## src/rtl/jit_couple_n.sv

```systemverilog
`default_nettype none
// +----------------------------------------------------------------------------+
// | Module      : jit_couple_n                                                 |
// | Description : Couples NIN selectable operand channels (direct or cascade   |
// |               source) to an accelerator through per-channel 2-entry skid   |
// |               buffers, and eagerly forks the accelerator result stream to  |
// |               a direct and a cascade sink. Configuration is double-        |
// |               buffered and only switches once the block has drained.       |
// | Revision    : 1.0 - initial release                                        |
// +----------------------------------------------------------------------------+
// Ports
//   ACLK, ARESET                      clock, synchronous active-high reset
//   sIn_*   [NIN]/[NIN*DW]            direct source streams (slave)
//   scIn_*  [NIN]/[NIN*DW]            cascade source streams (slave)
//   mAccOut_* [NIN]/[NIN*DW]          accelerator operand streams (master)
//   sAccInC_* [1]/[DW]                accelerator result stream (slave)
//   mOutC_*   [1]/[DW]                direct result sink (master)
//   mcOutC_*  [1]/[DW]                cascade result sink (master)
//   CONF [2*NIN+2]                    {mask[1:0], sel[NIN-1], ..., sel[0]}
//   CONF_LD                           load request for CONF
//   BUSY                              data in flight (buffers or fork flags)
module jit_couple_n #(
  parameter int DW  = 32,
  parameter int NIN = 2
) (
  input  logic              ACLK,
  input  logic              ARESET,

  input  logic [NIN-1:0]    sIn_tvalid,
  output logic [NIN-1:0]    sIn_tready,
  input  logic [NIN*DW-1:0] sIn_tdata,

  input  logic [NIN-1:0]    scIn_tvalid,
  output logic [NIN-1:0]    scIn_tready,
  input  logic [NIN*DW-1:0] scIn_tdata,

  output logic [NIN-1:0]    mAccOut_tvalid,
  input  logic [NIN-1:0]    mAccOut_tready,
  output logic [NIN*DW-1:0] mAccOut_tdata,

  input  logic              sAccInC_tvalid,
  output logic              sAccInC_tready,
  input  logic [DW-1:0]     sAccInC_tdata,

  output logic              mOutC_tvalid,
  input  logic              mOutC_tready,
  output logic [DW-1:0]     mOutC_tdata,

  output logic              mcOutC_tvalid,
  input  logic              mcOutC_tready,
  output logic [DW-1:0]     mcOutC_tdata,

  input  logic [2*NIN+1:0]  CONF,
  input  logic              CONF_LD,
  output logic              BUSY
);

  localparam int CW = 2 * NIN + 2;

  // Configuration: active and pending copies.
  logic [CW-1:0]     cfg_q;
  logic [CW-1:0]     cfg_nxt;
  logic [CW-1:0]     pend_cfg_q;
  logic              pend_q;
  logic              pend_nxt;

  // Per-channel skid buffers, packed per channel.
  logic [2*NIN-1:0]  cnt_q;
  logic [2*NIN-1:0]  cnt_nxt;
  logic [NIN*DW-1:0] mem0_q;       // head entry, drives mAccOut_tdata
  logic [NIN*DW-1:0] mem1_q;       // second entry
  logic [NIN*DW-1:0] mem0_nxt;
  logic [NIN*DW-1:0] mem1_nxt;
  logic [NIN-1:0]    sin_rdy_q;
  logic [NIN-1:0]    scin_rdy_q;
  logic [NIN-1:0]    sin_rdy_nxt;
  logic [NIN-1:0]    scin_rdy_nxt;

  // Result fork.
  logic [1:0]        done_q;
  logic [1:0]        done_nxt;
  logic [1:0]        mask;
  logic [1:0]        sink_valid;
  logic [1:0]        sink_ready;
  logic              acc_ready;
  logic              acc_hs;

  assign BUSY = (|cnt_q) | (|done_q);

  // A pending configuration is promoted on the first idle cycle. A CONF_LD in
  // that same cycle becomes the next pending value behind it.
  assign cfg_nxt  = (pend_q && !BUSY) ? pend_cfg_q : cfg_q;
  assign pend_nxt = CONF_LD | (pend_q & BUSY);

  for (genvar i = 0; i < NIN; i++) begin : g_ch
    logic [1:0]    cnt;
    logic          push;
    logic          pop;
    logic [DW-1:0] din;
    logic [1:0]    sel_n;
    logic [1:0]    cnt_n;
    logic [DW-1:0] head_n;
    logic [DW-1:0] tail_n;

    assign cnt   = cnt_q[2*i +: 2];
    // At most one of the two readys is ever set, so it also selects the data.
    assign push  = (sin_rdy_q[i] & sIn_tvalid[i]) | (scin_rdy_q[i] & scIn_tvalid[i]);
    assign din   = sin_rdy_q[i] ? sIn_tdata[i*DW +: DW] : scIn_tdata[i*DW +: DW];
    assign pop   = (cnt != 2'd0) & mAccOut_tready[i];
    assign sel_n = cfg_nxt[2*i +: 2];

    // Pop shifts the tail into the head first; a push then lands in the first
    // free slot, which gives the 1-cycle pass-through when the buffer is empty.
    always_comb begin
      cnt_n  = cnt;
      head_n = mem0_q[i*DW +: DW];
      tail_n = mem1_q[i*DW +: DW];
      if (pop) begin
        head_n = tail_n;
        cnt_n  = cnt_n - 2'd1;
      end
      if (push) begin
        if (cnt_n == 2'd0) begin
          head_n = din;
        end else begin
          tail_n = din;
        end
        cnt_n = cnt_n + 2'd1;
      end
    end

    assign cnt_nxt[2*i +: 2]    = cnt_n;
    assign mem0_nxt[i*DW +: DW] = head_n;
    assign mem1_nxt[i*DW +: DW] = tail_n;

    // Registered readys look at the post-update occupancy, so a ready seen
    // high always has a free slot behind it.
    assign sin_rdy_nxt[i]  = (cnt_n != 2'd2) & ~pend_nxt & (sel_n == 2'd1);
    assign scin_rdy_nxt[i] = (cnt_n != 2'd2) & ~pend_nxt & (sel_n == 2'd2);

    assign mAccOut_tvalid[i] = (cnt != 2'd0);
  end

  assign sIn_tready    = sin_rdy_q;
  assign scIn_tready   = scin_rdy_q;
  assign mAccOut_tdata = mem0_q;

  // Eager fork: each enabled sink takes the word as soon as it can; done[k]
  // remembers a sink that already has it until the source word retires.
  assign mask       = cfg_q[2*NIN +: 2];
  assign sink_ready = {mcOutC_tready, mOutC_tready};
  assign sink_valid = {2{sAccInC_tvalid}} & mask & ~done_q;
  assign acc_ready  = &(done_q | sink_ready | ~mask);
  assign acc_hs     = sAccInC_tvalid & acc_ready;
  assign done_nxt   = acc_hs ? 2'b00 : (done_q | (sink_valid & sink_ready));

  assign sAccInC_tready = acc_ready;
  assign mOutC_tvalid   = sink_valid[0];
  assign mcOutC_tvalid  = sink_valid[1];
  assign mOutC_tdata    = sAccInC_tdata;
  assign mcOutC_tdata   = sAccInC_tdata;

  always_ff @(posedge ACLK) begin
    if (ARESET) begin
      cfg_q      <= '0;
      pend_cfg_q <= '0;
      pend_q     <= 1'b0;
      cnt_q      <= '0;
      mem0_q     <= '0;
      mem1_q     <= '0;
      sin_rdy_q  <= '0;
      scin_rdy_q <= '0;
      done_q     <= 2'b00;
    end else begin
      cfg_q      <= cfg_nxt;
      pend_q     <= pend_nxt;
      if (CONF_LD) begin
        pend_cfg_q <= CONF;
      end
      cnt_q      <= cnt_nxt;
      mem0_q     <= mem0_nxt;
      mem1_q     <= mem1_nxt;
      sin_rdy_q  <= sin_rdy_nxt;
      scin_rdy_q <= scin_rdy_nxt;
      done_q     <= done_nxt;
    end
  end

endmodule
`default_nettype wire

```

## config.mk

```make
export PLATFORM = sky130hd
export DESIGN_NAME = jit_couple_n
export DESIGN_NICKNAME = d
export VERILOG_FILES = /design/src/rtl/jit_couple_n.sv
export SDC_FILE = /design/constraint.sdc
export NUM_CORES = 1
export LEC_CHECK = 0
export CAP_MARGIN = 0
export CELL_PAD_IN_SITES_DETAIL_PLACEMENT = 1
export CELL_PAD_IN_SITES_GLOBAL_PLACEMENT = 1
export CORE_MARGIN = 2
export CORE_UTILIZATION = 27
export CTS_CLUSTER_SIZE = 14
export DETAILED_ROUTE_END_ITERATION = 8
export HOLD_SLACK_MARGIN = 0.08
export MAX_ROUTING_LAYER = met4
export PLACE_DENSITY = 0.69
export SETUP_SLACK_MARGIN = 0.4
export SYNTH_ARGS = -nofsm -noshare
export SYNTH_HDL_FRONTEND = slang
export SYNTH_SLANG_ARGS = --single-unit
```

## constraint.sdc

```tcl
create_clock -name ACLK -period 4.4 [get_ports ACLK]
set_input_delay 0.88 -clock ACLK [delete_from_list [all_inputs] [get_ports ACLK]]
set_output_delay 0.88 -clock ACLK [all_outputs]
set_load 0.02 [all_outputs]
```

======== Word-level counts from Yosys, hierarchy flattened ========
Index checks and enable logic that the tools add are counted.
word-level totals
  register bits ........................... 151
  input bits .............................. 178
  output and inout port bits .............. 138
  word-level logic and storage cells ...... 75
operators by class
  $add $sub $neg .......................... 4
  eq/ne operators ......................... 6
  muxes and demuxes ....................... 13
  bitwise operators ....................... 29
  reduce and logical (&&, ||, !) cells .... 12
operators by type and width
  cell                                                                   number
  32-bit two-way mux                                                     8
  1-bit bitwise AND                                                      14
  2-bit two-way mux                                                      4
  2-bit bitwise AND                                                      3
  2-bit OR                                                               3
  2-bit AND reduction                                                    3
  2-bit by 1-bit adder with 2-bit output, second input constant          2
  2-bit by 1-bit equality test with 1-bit output, second input constant  2
  2-bit equality test, second input constant                             2
  2-bit logical NOT                                                      2
  4-bit two-way mux                                                      1
  2-bit != test, second input constant                                   2
  2-bit inverter                                                         2
  1-bit OR                                                               4
  2-bit nonzero test                                                     2
  2-bit OR reduction                                                     2
  4-bit OR reduction                                                     1
  2-bit by 1-bit subtractor with 2-bit output, second input constant     2
  1-bit inverter                                                         3
  1-bit logical AND                                                      1
  1-bit logical NOT                                                      1

======== Longest topological paths before layout ========
  depth after elaboration ................. 8
  depth in mapped cells ................... 11
  depth with buffers taken out ............ 9

======== Worst setup path before layout ========
OpenSTA, ideal clock, no wires.
  path type ............................... in2reg
  start point ............................. in mAccOut_tready[1]
  end point ............................... reg mem1_q[35]
  setup time .............................. 86 ps
  arrival ................................. 2346 ps
  required time ........................... 4314 ps
  setup slack ............................. 1969 ps
  stages on the path ...................... 8
  buffers on the path ..................... 2
  path through ............................ nand2b_1 -> buf_4 -> mux2_2 -> ha_1 -> nor2_2 -> buf_2 -> nor2_1 -> a211oi_1
on the way
  longest elaborated chain between the ends .. 5
RTL lines
  item                                  line  RTL
  start, declared                       38    input logic [NIN-1:0] mAccOut_tready,
  1-bit bitwise AND                     109   assign pop = (cnt != 2'd0) & mAccOut_tready[i];
  2-bit two-way mux                     118   if (pop) begin
  2-bit logical NOT                     123   if (cnt_n == 2'd0) begin
  1-bit inverter (no source line)       n/a
  2-bit AND reduction (no source line)  n/a
  end signal, assigned                  182   mem1_q <= mem1_nxt;
  end, declared                         71    logic [NIN*DW-1:0] mem1_q;
Every way passes these cells.
A chain may end at the register's enable or synchronous reset.

======== Worst setup path after layout ========
  start point ............................. in mcOutC_tready
  end point ............................... out sAccInC_tready
on the way
  longest elaborated chain between the ends .. 3
RTL lines
  item                    line  RTL
  start, declared         50    input logic mcOutC_tready,
  2-bit OR (2 in series)  153   assign acc_ready = &(done_q | sink_ready | ~mask);
  2-bit AND reduction     153
  end, declared           42    output logic sAccInC_tready,
Every way passes these cells.

==> results.cfg <==
[pwr]
vdd_drop_max_mv = 0.351
power_density_nw_per_um2 = 399
leakagePower_nw = 3.69
finalPower_mw = 3.97

[synthesis]
synth.most_common_cell = dfxtp_1
avgSynthCellArea_um2 = 9.91
syn_inst = 746
synth_nets = 928
synth.yosys.seq_area_share_pct = 40.9
synth_top_area_share_pct = 40.9
synth-edff-count = 0
yosys.area.top_type = dfxtp_1
synth_common_cells = dfxtp_1 (151), nor2_1 (150), mux2i_1 (140), buf_4 (79), a211oi_1 (68)
syn-cell-area_um2 = 7390
synth.distinct_cells = 30
async_flop_share_pct = 0
synth_area_leaders = dfxtp_1 (41%), mux2i_1 (19%), mux2_2 (9.9%), buf_4 (8.0%), nor2_1 (7.6%)
ys.flop_type = dfxtp_1
ys_warn_count = 0
synth_seq_cells = 151

[route]
routed_via_density = 4.63
drc = 0
wl_mm = 19.7
firstDrtPassIters = 4
vias = 5699
drt_iter0_markers = 169
wl_per_cell_um = 16.0
postRouteAntennaNets = 0

[finish]
finalNonFillerCells = 1231
n_antenna_cell = 0
multi_input_area_um2 = 3610
syn_to_final_growth_pct = 34.5
final_cell_area_um2 = 9940
regArea_um2 = 3030
utilization_pct = 36.9
nFillCells = 3071
drive_gt1_share_pct = 13.3
fin_nets = 1059

[floorplan]
die_area_um2 = 28700
start_util_pct = 27.4
die_h_um = 169
ioPinCount = 316
rows = 60
die_w_um = 169
core_area_um2 = 27000

[sta]
relSlewSlack_pct = 42.9
max_freq_mhz = 313
setup_violations = 0
setup_tns_ns = 0
fin_skew_ns = 0.0136
hold_viol_final = 0
max_slew.worst_pin.slew_ns = 0.856
slew_viol_final = 0
final.period_utilization_pct = 72.5
period_needed_ns = 3.19
rsz0062_at_grt = no

[place]
post-place-cells = 1199
placed_area_um2 = 9350
portBuffers = 219
place.gp.congestion = 0.723
dp_hpwl_mm = 13.7

[min_path]
hp-class = reg2reg

[grt]
grt_overflow = 0
track_usage_pct = 14.1
grt_max_degree = 79
antenna_found_initial = 0
grt_pass1_wl_mm = 31.2
grt_pass1_vias = 5956

[worst_setup_path]
ff2ff_setup_slack_ns = 1.37
criticalPathCategory = in2out
arrival_ns = 2.31
worstPathMaxFanout = 2
crit_path_start_kind = input port
worstPathRequired_ns = 3.52
worst_setup_path_end_kind = output port

[run_status]
status = completed

[clock_tree]
cts_sinks = 151
ctsHoldBuffers = 0
clockRootBuffer = clkbuf_16
cts_resized = 0
cts_tree = built
h-tree-depth = 4
clkTransAtPathRegs_ns = 0.06
cts_buffers = 17
ctsLongestPathBuffers = 2
clkLatencyLatePin_ns = 0.42
post_cts_buffers = 0

[flow_run]
cap_violations = 0
-- final timing paths --
kind                       from             end  cells after the start
hold / removal       mem1_q[58]      mem1_q[58]                      2
setup reg to reg       cnt_q[0]      mem1_q[21]                     10
hold reg to reg      mem1_q[58]      mem1_q[58]                      2
setup / recovery  mcOutC_tready  sAccInC_tready                      4
-- power by group --
group	switching [mW]	internal, mW
registers	0.0328	1.43
logic	0.520	0.504
clock network	0.612	0.874
-- worst max-delay path, cell delays in order --
cell             delay [ns]
clkdlybuf4s50_1        0.48
nor2_1                 0.05
a22oi_1                0.25
clkdlybuf4s50_1        0.65
-- sequential cells by signal, indices dropped and copies added (netlist names) --
name           count
mAccOut_tdata     64
cnt_q              4
scIn_tready        2
sIn_tready         2
done_q             2
pend_cfg_q         6
pend_q             1
mem1_q            64
cfg_q              6
-- logic make-up (layout without fill, tap and decap cells) --
logic type | count (synthesis) | count (layout) | share of synthesized area (%)
buf+inv | 124 | 268 | 10.5
mux | 205 | 205 | 28.8
compound gates | 85 | 85 | 8.68
xor+xnor | 3 | 3 | 0.355
simple gates | 174 | 174 | 10.0
flops | 151 | 151 | 40.9
fa+ha+maj | 4 | 4 | 0.677
-- area by class of cell --
cell class | count | area share, %
repair buffers | 228 | 22.7
flip-flops and latches | 151 | 30.4
multi-input cells | 471 | 36.3
clock inverters | 12 | 1.41
inverters | 8 | 0.302
well taps | 341 | 4.29
clock buffers | 20 | 4.59
-- per-layer routing --
layer | track usage (%) | up-vias | share of wire (%)
met5 | - | - | 0
met4 | 5.39 | 0 | 1.9
met3 | 2.47 | 25 | 3.2
met2 | 24.4 | 107 | 51
met1 | 16.2 | 2754 | 44
li1 | - | 2813 | -
-- metrics by stage --
step                hold WS, ns  worst slack, ns
detailed placement        0.494            0.843
finish                    0.500             1.21
CTS                       0.504             1.22
floorplan                 0.460             1.97
global placement          0.478             1.02
global route              0.522             1.08
-- cell usage in the layout, fill, tap and decap left out, types with 3 or more instances in the layout --
| cell type | n |
|---|---|
| inv_6 | 3 |
| a211oi_1 | 68 |
| clkbuf_16 | 17 |
| ha_1 | 4 |
| clkinvlp_4 | 3 |
| clkdlybuf4s50_1 | 218 |
| a21oi_1 | 3 |
| xnor2_1 | 3 |
| or3b_1 | 4 |
| nand3b_1 | 4 |
| mux2i_1 | 140 |
| buf_4 | 10 |
| dfxtp_1 | 149 |
| nor2_1 | 150 |
| mux2_2 | 65 |
| nand2_1 | 8 |
| inv_1 | 8 |
| clkinv_4 | 3 |
No activity file was read; power rests on OpenSTA's default activity.
